<file path="src/rtl/uart_tx_retrans.sv">
// rtl/uart_tx_retrans.sv - even-parity UART transmitter with ack/resend retransmission
// The serial line is registered, so signal_d is derived from the next state and next bit index.
module uart_tx_retrans #(
   parameter int DATA_W       = 8,
   parameter int CLKS_PER_BIT = 1,
   parameter int ACK_TIMEOUT  = 8,
   parameter int MAX_RETRIES  = 3
) (
   input  logic              clk,
   input  logic              reset,
   input  logic [DATA_W-1:0] data,
   input  logic              send,
   input  logic              ack,
   input  logic              request_resend,
   output logic              signal,
   output logic              busy,
   output logic              done,
   output logic              error,
   output logic [4:0]        retry_count
);

   localparam int CW = $clog2(CLKS_PER_BIT + 1);
   localparam int IW = (DATA_W > 1) ? $clog2(DATA_W) : 1;
   localparam int TW = $clog2(ACK_TIMEOUT + 1);
   localparam logic [CW-1:0] CNT_LAST = CW'(CLKS_PER_BIT - 1);
   localparam logic [IW-1:0] IDX_LAST = IW'(DATA_W - 1);
   localparam logic [TW-1:0] TMO_LAST = TW'(ACK_TIMEOUT - 1);
   localparam logic [4:0]    RETRY_MAX = 5'(MAX_RETRIES);

   typedef enum logic [2:0] {
      S_IDLE, S_START, S_DATA, S_PARITY, S_STOP, S_WAIT_ACK
   } state_t;

   state_t            state_q, state_d;
   logic [CW-1:0]     cnt_q, cnt_d;
   logic [IW-1:0]     idx_q, idx_d;
   logic [TW-1:0]     tmo_q, tmo_d;
   logic [DATA_W-1:0] latch_q, latch_d;
   logic              parity_q, parity_d;
   logic [4:0]        retry_q, retry_d;
   logic              signal_q, signal_d;
   logic              done_q, done_d;
   logic              error_q, error_d;
   logic              bit_last;

   always_ff @(posedge clk or negedge reset) begin
      if (!reset) begin
         state_q  <= S_IDLE;
         cnt_q    <= '0;
         idx_q    <= '0;
         tmo_q    <= '0;
         latch_q  <= '0;
         parity_q <= 1'b0;
         retry_q  <= '0;
         signal_q <= 1'b1;
         done_q   <= 1'b0;
         error_q  <= 1'b0;
      end else begin
         state_q  <= state_d;
         cnt_q    <= cnt_d;
         idx_q    <= idx_d;
         tmo_q    <= tmo_d;
         latch_q  <= latch_d;
         parity_q <= parity_d;
         retry_q  <= retry_d;
         signal_q <= signal_d;
         done_q   <= done_d;
         error_q  <= error_d;
      end
   end

   always_comb begin
      state_d  = state_q;
      cnt_d    = cnt_q;
      idx_d    = idx_q;
      tmo_d    = tmo_q;
      latch_d  = latch_q;
      parity_d = parity_q;
      retry_d  = retry_q;
      done_d   = 1'b0;
      error_d  = 1'b0;
      bit_last = (cnt_q == CNT_LAST);

      unique case (state_q)
         S_IDLE: begin
            if (send) begin
               latch_d  = data;
               parity_d = ^data;
               retry_d  = '0;
               cnt_d    = '0;
               state_d  = S_START;
            end
         end
         S_START: begin
            if (bit_last) begin
               cnt_d   = '0;
               idx_d   = '0;
               state_d = S_DATA;
            end else begin
               cnt_d = cnt_q + 1'b1;
            end
         end
         S_DATA: begin
            if (bit_last) begin
               cnt_d = '0;
               if (idx_q == IDX_LAST) state_d = S_PARITY;
               else                   idx_d   = idx_q + 1'b1;
            end else begin
               cnt_d = cnt_q + 1'b1;
            end
         end
         S_PARITY: begin
            if (bit_last) begin
               cnt_d   = '0;
               state_d = S_STOP;
            end else begin
               cnt_d = cnt_q + 1'b1;
            end
         end
         S_STOP: begin
            if (bit_last) begin
               cnt_d   = '0;
               tmo_d   = '0;
               state_d = S_WAIT_ACK;
            end else begin
               cnt_d = cnt_q + 1'b1;
            end
         end
         S_WAIT_ACK: begin
            tmo_d = tmo_q + 1'b1;
            // ack outranks both an explicit resend and a coincident timeout
            if (ack) begin
               done_d  = 1'b1;
               state_d = S_IDLE;
            end else if (request_resend || tmo_q == TMO_LAST) begin
               if (retry_q < RETRY_MAX) begin
                  retry_d = retry_q + 1'b1;
                  cnt_d   = '0;
                  state_d = S_START;
               end else begin
                  error_d = 1'b1;
                  state_d = S_IDLE;
               end
            end
         end
         default: state_d = S_IDLE;
      endcase

      unique case (state_d)
         S_START:  signal_d = 1'b0;
         S_DATA:   signal_d = latch_q[idx_d];
         S_PARITY: signal_d = parity_q;
         default:  signal_d = 1'b1;
      endcase
   end

   assign signal      = signal_q;
   assign busy        = (state_q != S_IDLE);
   assign done        = done_q;
   assign error       = error_q;
   assign retry_count = retry_q;

endmodule

</file>
<file path="config.mk">
export PLATFORM = sky130hd
export DESIGN_NAME = uart_tx_retrans
export DESIGN_NICKNAME = d
export VERILOG_FILES = /design/src/rtl/uart_tx_retrans.sv
export SDC_FILE = /design/constraint.sdc
export NUM_CORES = 1
export LEC_CHECK = 0
export ABC_CLOCK_PERIOD_IN_PS = 1900
export CAP_MARGIN = 20
export CORE_MARGIN = 3
export CORE_UTILIZATION = 30
export CTS_CLUSTER_DIAMETER = 120
export DETAILED_ROUTE_END_ITERATION = 12
export PLACE_DENSITY = 0.54
export SLEW_MARGIN = 10
export SYNTH_ARGS = -nofsm -noshare
export SYNTH_HDL_FRONTEND = slang
export SYNTH_SLANG_ARGS = --single-unit
</file>
<file path="constraint.sdc">
create_clock -name clk -period 1.9 [get_ports clk]
set_clock_uncertainty 0.15 [all_clocks]
set_input_delay 0.19 -clock clk [delete_from_list [all_inputs] [get_ports clk]]
set_output_delay 0.19 -clock clk [all_outputs]
set_load 0.02 [all_outputs]
</file>
==> impl_metrics.toml <==
[outcome]
status = "complete, no violations"

[clock_network]
cts_hold_buffers = 0
cts_tree = "built"
clkLatencyLatePin_ns = 0.28
clkSlewWorstSetupHoldPaths_ns = 0.10
numCtsBuffers = 3
cts-root-buf = "clkbuf_8"
clock_sinks = 27
h-tree-depth = 1
cts.path.max_buffers = 2

[critical_path]
crit_chain = "ha_2, and3b_2, or2_4, a31o_4, or3b_1"
slowest_stage = "dfrtp_1"
critPathTopFamily = "simple AND/OR/NAND/NOR gates"
critPathLaunchType = "register"
crit_required_ns = 1.92
critPathKind = "reg2reg"
crit_buf_inv = 0
crit_arrival_ns = 1.89
critPathMaxStageDelay_ns = 0.40
critPathMaxFanout = 4
setup.worst_path.end_class = "register"

[detailed_routing]
wl_per_cell_um = 13.0
routed_via_density = 4.83
postRouteAntennaNets = 0
drc_errors = 0
dr_total_vias = 1160
drtIter0Drc = 41
first_pass_iters = 4
drt-total-wl_um = 3110

[power_and_ir_drop]
cellLeakagePower_uw = 0.000846
power_uw = 2650
pwr-share-clk_pct = 13.1
combinationalPowerShare_pct = 52.1
ir_drop_uv = 586
power_density_nw_per_um2 = 1340
swShare_pct = 38.0
pwr-share-seq_pct = 34.7
p_int_uw = 1640
p_sw_uw = 1010

[job]
max_cap_violations = 0

[grt]
grt-ovfl-total = 0
grt_max_degree = 28
antenna_found_initial = 0
grt_pass1_wl_um = 5480
grt_pass1_vias = 1230
grt_usage_pct = 11.4

[synthesis]
synthDistinctLibCells = 45
seq_area_frac_synth_pct = 44.6
synth_edf_count = 0
yosysWarningCount = 0
syn-num-nets = 152
synthFlopType = "dfrtp_1"
ys_async_sr_fraction_pct = 100
ys_seq_elements = 27
synth_area_leaders = "dfrtp_1, mux2_2, xnor2_1"
yosysTopAreaCell = "dfrtp_1"
yosysTopAreaCellShare_pct = 42.9
syn_inst = 136
syn_area_um2 = 1520
syn_area_per_cell_um2 = 11.2

[floorplan]
row_count = 25
die_y_um = 77.1
start_util_pct = 31.5
die_width_um = 77.1
die-area_um2 = 5940
core-area_um2 = 4820
io_pins = 22

[placement]
io_buffers = 21
placed_cell_area_um2 = 1860
dp_hpwl_um = 2350
gp_congestion = 0.767

[sta]
rsz0062_at_grt = "true"
slew_headroom_pct = 68.6
max_freq_ghz = 0.535
finalMaxSlewViolations = 0
worst_pin_slew_ns = 0.465
hold_viol_final = 0
finalSetupViolCount = 0
post-route-min-period_ns = 1.87
fin_crit_sh_pct = 98.4

[finish]
fillers = 503
area_delta_synth_final_pct = 30.4
drive_gt1_share_pct = 26.0
final_nets = 190
final_cell_area_um2 = 1980
antennaDiodeCount = 0

[min_path]
hold_path_class = "in2async"
[cells by family (layout without fill, tap and decap cells)]
kind of cell	Yosys count	after routing	synth area share (%)
buffers and inverters	10	47	4.46
xor gates and xnor gates	7	7	4.04
and+or+nand+nor	47	47	19.9
muxes	11	11	7.84
adders and majority gates	3	3	2.48
AOI/OAI and AO/OA	31	31	16.7
DFF	27	27	44.6
[layer usage]
layer	track usage, %	part of all wire, %	up-vias
li1	-	-	566
met1	13.0	43	568
met2	20.5	51	20
met3	2.58	3.2	6
met4	4.27	1.9	0
met5	0	0	-
[cells in the mapped netlist, types with 3 or more instances]
library cell / count
nor2b_1: 6
a22o_1: 3
nand2_1: 13
nand3_1: 3
mux2i_1: 4
a21oi_1: 5
xnor2_1: 7
nor2_1: 6
dfrtp_1: 26
o21ai_0: 7
inv_1: 5
ha_1: 3
buf_6: 3
mux2_2: 6
nand2b_1: 4
[layout by cell type, fill, tap and decap left out, types with 2 or more instances in the layout]
master / instances
dfrtp_1: 26
o31ai_1: 2
and3_1: 2
clkdlybuf4s50_1: 20
mux2i_1: 4
a22o_1: 3
xnor2_1: 7
nor2b_1: 6
nand2b_1: 4
nand2_1: 13
inv_1: 5
a21oi_1: 4
buf_4: 17
o221ai_2: 2
clkbuf_8: 3
nand3_1: 3
o211ai_1: 2
nor2_1: 6
o21ai_0: 7
mux2_2: 6
[sequential cells by signal, indices dropped and copies added, names as in the netlist]
signal / count
done: 1
error: 1
idx_q: 3
latch_q: 8
parity_q: 1
retry_count: 5
signal: 1
state_q: 3
tmo_q: 4
[layout make-up]
| class | count | area, um2 | share of cell area, % |
|---|---|---|---|
| clock buffer | 3 | 41.3 | 2.09 |
| clock inverter | 1 | 8.76 | 0.443 |
| inverter | 5 | 18.8 | 0.949 |
| multi-input combinational | 99 | 811 | 41.0 |
| sequential | 27 | 677 | 34.2 |
| tap | 67 | 83.8 | 4.24 |
| timing repair buffer | 38 | 337 | 17.0 |
[power by group through the flow]
stage,Sequential [uW],Combinational [uW],Clock [uW]
after CTS,914,1350,363
after detailed placement,924,1340,0
after floorplan,944,949,0
final,919,1380,347
after global placement,916,1310,0
after global routing,950,1530,392
[metrics by stage]
stage	setup WS (ns)	hold slack [ns]	instances	utilization (%)	TNS, ns
finish	0.0295	0.119	240	41.0	0
global route	-0.0412	0.146	240	41.0	-0.0634
CTS	0.00808	0.128	239	40.1	0
detailed placement	-0.00926	0.333	232	38.6	-0.00926
global placement	0.0200	0.329	232	38.6	0
floorplan	0.0165	-0.256	136	-	0
[worst paths after layout]
| check | from | end | slack, ns | cells after the start |
|---|---|---|---|---|
| worst max register to register | tmo_q[0]$_DFFE_PN0P_ | state_q[0]$_DFF_PN0_ | 0.03 | 5 |
| worst max-delay path | tmo_q[0]$_DFFE_PN0P_ | state_q[0]$_DFF_PN0_ | 0.03 | 5 |
| worst min-delay path | reset | error$_DFF_PN0_ | 0.12 | 2 |
| worst min register to register | tmo_q[3]$_DFFE_PN0P_ | tmo_q[3]$_DFFE_PN0P_ | 0.36 | 1 |
| max in group asynchronous | reset | signal$_DFF_PN1_ | 1.16 | 2 |
| min in group clk | tmo_q[3]$_DFFE_PN0P_ | tmo_q[3]$_DFFE_PN0P_ | 0.36 | 1 |
[timing repair]
item,CTS,global route
setup buffers,3,1
pin swaps,4,6
hold endpoints to repair,0,0
setup endpoints to repair,2,5
gates resized for setup,3,6
Power figures use the tool's default switching activity.
